==> src/rtl/x_stream_loader_pkg.sv <==
// Shared constants for the x_stream_loader frame player and its consumers.
// Default frame geometry plus the FSM state encodings.
package x_stream_loader_pkg;

    localparam int NUM_KEYS = 64;
    localparam int DATA_W   = 7;

    typedef logic [2:0] state_t;

    localparam state_t ST_IDLE     = 3'd0;
    localparam state_t ST_START    = 3'd1;
    localparam state_t ST_STREAM   = 3'd2;
    localparam state_t ST_GAPW     = 3'd3;
    localparam state_t ST_WAIT_FIN = 3'd4;

endpackage

==> src/rtl/x_stream_loader_if.sv <==
// Host/top_top side bundle of the loader: buffer write port, control and stimulus outputs.
interface x_stream_loader_if #(
    parameter int DATA_W = 7,
    parameter int AW     = 6
);
    logic              wr_en;
    logic [AW-1:0]     wr_addr;
    logic [DATA_W-1:0] wr_data;
    logic              go;
    logic              finish;
    logic              start_in;
    logic              valid_input;
    logic [DATA_W-1:0] X_load;
    logic              busy;
    logic              done;

    modport master (
        output wr_en, wr_addr, wr_data, go, finish,
        input  start_in, valid_input, X_load, busy, done
    );

    modport slave (
        input  wr_en, wr_addr, wr_data, go, finish,
        output start_in, valid_input, X_load, busy, done
    );
endinterface

==> src/rtl/x_stream_loader_key_buf.sv <==
// Frame key store: synchronous write, combinational read. Not reset, so contents
// survive an aborted frame.
module key_buf #(
    parameter int NUM_KEYS = x_stream_loader_pkg::NUM_KEYS,
    parameter int DATA_W   = x_stream_loader_pkg::DATA_W,
    parameter int AW       = $clog2(NUM_KEYS)
) (
    input  logic              clk,
    input  logic              we,
    input  logic [AW-1:0]     waddr,
    input  logic [DATA_W-1:0] wdata,
    input  logic [AW-1:0]     raddr,
    output logic [DATA_W-1:0] rdata
);
    localparam logic [AW:0] NK = (AW+1)'(NUM_KEYS);

    logic [DATA_W-1:0] mem [NUM_KEYS];

    // Addresses past the last key are dropped rather than aliased.
    always_ff @(posedge clk) begin
        if (we && ({1'b0, waddr} < NK))
            mem[waddr] <= wdata;
    end

    assign rdata = mem[raddr];

endmodule

==> src/rtl/x_stream_loader.sv <==
// Frame player feeding top_top: start pulse, NUM_KEYS qualified keys (optionally gapped),
// then waits for finish and pulses done. Every output is a register that trails the FSM by one cycle.
module x_stream_loader #(
    parameter int NUM_KEYS = x_stream_loader_pkg::NUM_KEYS,
    parameter int DATA_W   = x_stream_loader_pkg::DATA_W,
    parameter int GAP      = 0,
    parameter int AW       = $clog2(NUM_KEYS)
) (
    input logic              clk,
    input logic              rst,
    x_stream_loader_if.slave bus
);
    import x_stream_loader_pkg::*;

    localparam int            GW       = (GAP > 1) ? $clog2(GAP) : 1;
    localparam logic [GW-1:0] GAP_LAST = GW'((GAP > 0) ? GAP - 1 : 0);
    localparam logic [AW-1:0] IDX_LAST = AW'(NUM_KEYS - 1);

    state_t            state;
    logic [AW-1:0]     idx;
    logic [GW-1:0]     gap_cnt;
    logic              fin_hit;
    logic [DATA_W-1:0] key;
    logic              buf_we;

    logic              start_r, valid_r, busy_r, done_r;
    logic [DATA_W-1:0] xload_r;

    // Writes need both the FSM and the registered busy idle, so the buffer stays
    // frozen from the go edge until busy has visibly dropped.
    assign buf_we = bus.wr_en && (state == ST_IDLE) && !busy_r;

    key_buf #(.NUM_KEYS(NUM_KEYS), .DATA_W(DATA_W), .AW(AW)) u_key_buf (
        .clk   (clk),
        .we    (buf_we),
        .waddr (bus.wr_addr),
        .wdata (bus.wr_data),
        .raddr (idx),
        .rdata (key)
    );

    always_ff @(posedge clk or posedge rst) begin
        if (rst) begin
            state   <= ST_IDLE;
            idx     <= '0;
            gap_cnt <= '0;
            fin_hit <= 1'b0;
            start_r <= 1'b0;
            valid_r <= 1'b0;
            xload_r <= '0;
            busy_r  <= 1'b0;
            done_r  <= 1'b0;
        end else begin
            start_r <= (state == ST_START);
            valid_r <= (state == ST_STREAM);
            busy_r  <= (state != ST_IDLE);
            done_r  <= fin_hit;
            fin_hit <= 1'b0;
            if (state == ST_STREAM)
                xload_r <= key;

            case (state)
                ST_IDLE: begin
                    idx     <= '0;
                    gap_cnt <= '0;
                    if (bus.go)
                        state <= ST_START;
                end
                ST_START:
                    state <= ST_STREAM;
                ST_STREAM: begin
                    if (idx == IDX_LAST) begin
                        state <= ST_WAIT_FIN;
                    end else begin
                        idx   <= idx + 1'b1;
                        state <= (GAP > 0) ? ST_GAPW : ST_STREAM;
                    end
                end
                ST_GAPW: begin
                    if (gap_cnt == GAP_LAST) begin
                        gap_cnt <= '0;
                        state   <= ST_STREAM;
                    end else begin
                        gap_cnt <= gap_cnt + 1'b1;
                    end
                end
                ST_WAIT_FIN: begin
                    if (bus.finish) begin
                        fin_hit <= 1'b1;
                        state   <= ST_IDLE;
                    end
                end
                default:
                    state <= ST_IDLE;
            endcase
        end
    end

    assign bus.start_in    = start_r;
    assign bus.valid_input = valid_r;
    assign bus.X_load      = xload_r;
    assign bus.busy        = busy_r;
    assign bus.done        = done_r;

endmodule

==> src/flat_wrapper.sv <==
// flat-port wrapper written by rule: the top's interface ports become plain ports
module x_stream_loader_flat import x_stream_loader_pkg::*;
#(
    parameter int NUM_KEYS = x_stream_loader_pkg::NUM_KEYS,
    parameter int DATA_W   = x_stream_loader_pkg::DATA_W,
    parameter int GAP      = 0,
    parameter int AW       = $clog2(NUM_KEYS)
)
  (clk, rst, bus_wr_en, bus_wr_addr, bus_wr_data, bus_go, bus_finish, bus_start_in, bus_valid_input, bus_X_load, bus_busy, bus_done);
  x_stream_loader_if #(.DATA_W(DATA_W), .AW(AW)) bus_i ();
  input logic clk;
  input logic rst;
  input wire logic [$bits(bus_i.wr_en)-1:0] bus_wr_en;
  input wire logic [$bits(bus_i.wr_addr)-1:0] bus_wr_addr;
  input wire logic [$bits(bus_i.wr_data)-1:0] bus_wr_data;
  input wire logic [$bits(bus_i.go)-1:0] bus_go;
  input wire logic [$bits(bus_i.finish)-1:0] bus_finish;
  output wire logic [$bits(bus_i.start_in)-1:0] bus_start_in;
  output wire logic [$bits(bus_i.valid_input)-1:0] bus_valid_input;
  output wire logic [$bits(bus_i.X_load)-1:0] bus_X_load;
  output wire logic [$bits(bus_i.busy)-1:0] bus_busy;
  output wire logic [$bits(bus_i.done)-1:0] bus_done;
  assign bus_i.wr_en = bus_wr_en;
  assign bus_i.wr_addr = bus_wr_addr;
  assign bus_i.wr_data = bus_wr_data;
  assign bus_i.go = bus_go;
  assign bus_i.finish = bus_finish;
  assign bus_start_in = bus_i.start_in;
  assign bus_valid_input = bus_i.valid_input;
  assign bus_X_load = bus_i.X_load;
  assign bus_busy = bus_i.busy;
  assign bus_done = bus_i.done;
  x_stream_loader #(.NUM_KEYS(NUM_KEYS), .DATA_W(DATA_W), .GAP(GAP), .AW(AW)) u_core (.clk(clk), .rst(rst), .bus(bus_i));
endmodule
==> config.mk <==
export PLATFORM = sky130hd
export DESIGN_NAME = x_stream_loader_flat
export DESIGN_NICKNAME = d
export VERILOG_FILES = /design/src/rtl/x_stream_loader_pkg.sv /design/src/rtl/x_stream_loader_if.sv /design/src/rtl/x_stream_loader_key_buf.sv /design/src/rtl/x_stream_loader.sv /design/src/flat_wrapper.sv
export SDC_FILE = /design/constraint.sdc
export NUM_CORES = 1
export LEC_CHECK = 0
export ABC_AREA = 0
export CORE_MARGIN = 2
export CORE_UTILIZATION = 60
export DETAILED_ROUTE_END_ITERATION = 6
export HOLD_SLACK_MARGIN = 0.03
export PLACE_DENSITY = 0.77
export REMOVE_ABC_BUFFERS = 1
export SLEW_MARGIN = 15
export SYNTH_ARGS = -nofsm -noshare
export SYNTH_HDL_FRONTEND = slang
export SYNTH_SLANG_ARGS = --single-unit
==> constraint.sdc <==
create_clock -name clk -period 3 [get_ports clk]
set_clock_uncertainty 0.05 [all_clocks]
set_input_delay 0.9 -clock clk [delete_from_list [all_inputs] [get_ports clk]]
set_output_delay 0.9 -clock clk [all_outputs]
set_load 0.1 [all_outputs]
==> results of run 1 <==
state kept, by name (all words and copies together) (netlist names):
| name | flops |
|---|---|
| u_core.u_key_buf.mem | 448 |
| u_core.bus.X_load | 7 |
| u_core.idx | 6 |
| u_core.state | 3 |
| u_core.bus.busy | 1 |
| u_core.bus.done | 1 |
| u_core.bus.start_in | 1 |
| u_core.bus.valid_input | 1 |
| u_core.fin_hit | 1 |
cell usage after synthesis (4+ instances only):
| cell type | n | area, um2 |
|---|---|---|
| a21oi_1 | 8 | 40.0 |
| mux2_2 | 11 | 124 |
| o22ai_1 | 15 | 93.8 |
| nand2_1 | 23 | 86.3 |
| nor4_1 | 5 | 31.3 |
| dfrtp_1 | 21 | 526 |
| clkbuf_1 | 7 | 26.3 |
| nand3_1 | 13 | 65.1 |
| nor2_1 | 93 | 349 |
| nand2b_1 | 7 | 43.8 |
| nor3b_1 | 4 | 30.0 |
| nand3b_1 | 4 | 30.0 |
| edfxtp_1 | 448 | 13500 |
| mux4_2 | 104 | 2340 |
| o21ai_0 | 4 | 20.0 |
| a22oi_1 | 16 | 120 |
| a211oi_1 | 4 | 30.0 |
| nor3_1 | 8 | 40.0 |
| mux2i_1 | 23 | 230 |
| nor2b_1 | 13 | 81.3 |
| buf_4 | 16 | 120 |
| buf_2 | 12 | 60.1 |
| buf_1 | 7 | 26.3 |
layer usage:
metal / wire, um / vias to the layer above / GRT usage (%)
met5: 0 / - / 0
met4: 1460 / 0 / 8.74
met3: 2890 / 97 / 4.56
met2: 19500 / 456 / 41.2
met1: 15700 / 4808 / 36.5
li1: - / 4019 / -
layout make-up:
| cell class | count | area (um2) | area share [%] |
|---|---|---|---|
| clock buffer | 60 | 1210 | 5.73 |
| inverter | 2 | 7.51 | 0.0354 |
| sequential | 469 | 14000 | 66.1 |
| tap | 396 | 495 | 2.34 |
| multi-input combinational | 394 | 4110 | 19.4 |
| timing repair buffer | 143 | 1210 | 5.70 |
| clock inverter | 19 | 154 | 0.727 |
cell usage in the layout, fill, tap and decap left out, types with 3 or more instances in the layout:
master             n
edfxtp_1         448
buf_4            116
mux4_2           104
nor2_1            93
clkbuf_16         46
nand2_1           23
mux2i_1           23
dfrtp_1           18
a22oi_1           16
o22ai_1           15
nor2b_1           13
nand3_1           13
clkbuf_1          13
mux2_2            11
clkdlybuf4s50_1   10
buf_12            10
clkinv_1           9
nor3_1             8
a21oi_1            8
nand2b_1           7
buf_2              7
nor4_1             5
a211oi_1           4
nand3b_1           4
o21ai_0            4
clkinv_2           4
and2_1             3
o31ai_1            3
a31oi_1            3
o221ai_1           3
nor3b_1            3
dfrtp_4            3
stage by stage:
step / hold WS (ns) / utilization [%] / instances / area [um2]
finish: 0.288 / 69.8 / 1483 / 21200
global route: 0.295 / 69.8 / 1483 / 21200
CTS: 0.291 / 69.8 / 1483 / 21200
detailed placement: 0.286 / 65.3 / 1404 / 19800
global placement: 0.287 / 65.3 / 1404 / 19800
floorplan: 0.281 / - / 865 / 18100
cells by family (layout without fill, tap and decap cells):
| group | after synthesis | count (layout) | share of synthesized area [%] |
|---|---|---|---|
| adder cells (fa/ha/maj) | 1 | 1 | 0.0681 |
| AND/OR/NAND/NOR | 186 | 186 | 4.83 |
| AO/OA/AOI/OAI | 65 | 65 | 2.50 |
| flip-flops | 469 | 469 | 76.1 |
| multiplexers | 139 | 139 | 14.8 |
| buffers and inverters | 48 | 224 | 1.60 |
| XOR/XNOR | 3 | 3 | 0.143 |
power by group:
group	internal, W	total, W	switching, W
Combinational	0.00211	0.00462	0.00251
Sequential	0.00727	0.00758	0.000314
Clock	0.00301	0.00529	0.00228
worst max-delay path, cell delays in order (launching register included):
cell and delay, ns:
dfrtp_4 0.73, buf_4 0.25, mux4_2 0.51, a22oi_1 0.30
o31ai_1 0.16, a22oi_1 0.29, a31oi_1 0.13
final timing paths:
| check | start | to | cells after the start |
|---|---|---|---|
| max | u_core.idx[1]$_DFFE_PP0P_ | u_core.bus.X_load[5]$_DFFE_PP0P_ | 6 |
| min | u_core.fin_hit$_DFF_PP0_ | u_core.bus.done$_DFF_PP0_ | 0 |
| max reg2reg | u_core.idx[1]$_DFFE_PP0P_ | u_core.bus.X_load[5]$_DFFE_PP0P_ | 6 |
| min reg2reg | u_core.fin_hit$_DFF_PP0_ | u_core.bus.done$_DFF_PP0_ | 0 |
| max in group asynchronous | rst | u_core.bus.X_load[4]$_DFFE_PP0P_ | 3 |
| min in group asynchronous | rst | u_core.idx[1]$_DFFE_PP0P_ | 2 |
==> results.ini, run 1 <==
[run_status]
status=finished, final reports clean

[critical_path]
criticalPathCategory=reg2reg
critPathMaxFanout=27
cp-end-kind=flop
r2r_slack_ns=0.40
arrival_ns=2.94
cp-start-kind=flop
cp_data_required_time_ns=3.34

[clock_network]
clock-sinks=469
clkLatencyLatePin_ns=0.54
cts_inserted_buffers=46
htree_levels=2
cts_tree=yes
clk_pin_slew_ns=0.06
postCtsHoldBufs=0
cts_resized=0
cts_root_buf=clkbuf_16
cts_setup_buffers=0
cts_max_path_buffers=3

[routing]
firstDrtPassIters=5
drc=0
ant_nets=0
drt_iter0_drc=1152
vias=9380
wl_per_cell_um=26.6
vias_per_cell=6.33
wl_mm=39.5

[global_route]
grt_pass1_vias=9499
grt_pass1_wl_mm=58.9
antenna_found_initial=0
overflow=0
grt_util_all_layers_pct=25.7
grt_max_degree=65

[cells_and_area]
antennaDiodeCount=0
syn_to_final_growth_pct=15.2
final_nets=1075
fill_cells=1790
drive_gt1_share_pct=29.2

[yosys]
netlist_instances=911
synth_edf_count=448
synth_cell_type_count=52
ys_warn_count=0
postSynth.asyncResetShare_pct=4.48
syn_area_um2=18400
synth_flop_cell=edfxtp_1
synth_area_per_cell_um2=20.2
ys_seq_area_share_pct=76.1
synth-seq-cells=469

[floorplanning]
die_w_um=179
start_util_pct=60.6
rows=64
dieArea_um2=32100
io_pins=29
core_um2=30300
fp.dieH_um=179

[placement]
io_buffer_count=28
pre_cts_ws_ns=0.125
gp_congestion=0.855
dpl.hpwl_mm=24.9

[sta]
rsz0062_at_grt=no
max_freq_mhz=385
final_hold_viol_count=0
fin_crit_sh_pct=86.7
period_needed_ns=2.60
drv_slew=0
tightest_slew_ns=0.794
setup_viol=0
fin_ws_ns=0.400
relSlewSlack_pct=47.1
finalSetupTns_ns=0

[pwr]
finalPower_w=0.0175
leakage_nw=6.91
power_density_nw_per_um2=826
ir_worst_vdd_mv=0.603

[hold_path]
min_path_type=reg2reg

[flow_run]
max_cap_viol_count=0

(Power assumes the default switching activity.)
==> run 2: changes to the inputs <==
--- a/config.mk
+++ b/config.mk
@@ -12,6 +12,7 @@
 export HOLD_SLACK_MARGIN = 0.03
 export PLACE_DENSITY = 0.77
 export REMOVE_ABC_BUFFERS = 1
+export SKIP_LAST_GASP = 1
 export SLEW_MARGIN = 15
 export SYNTH_ARGS = -nofsm -noshare
 export SYNTH_HDL_FRONTEND = slang
==> results of run 2 <==
No change in the layout: final DEF, timing and power equal those of run 1.
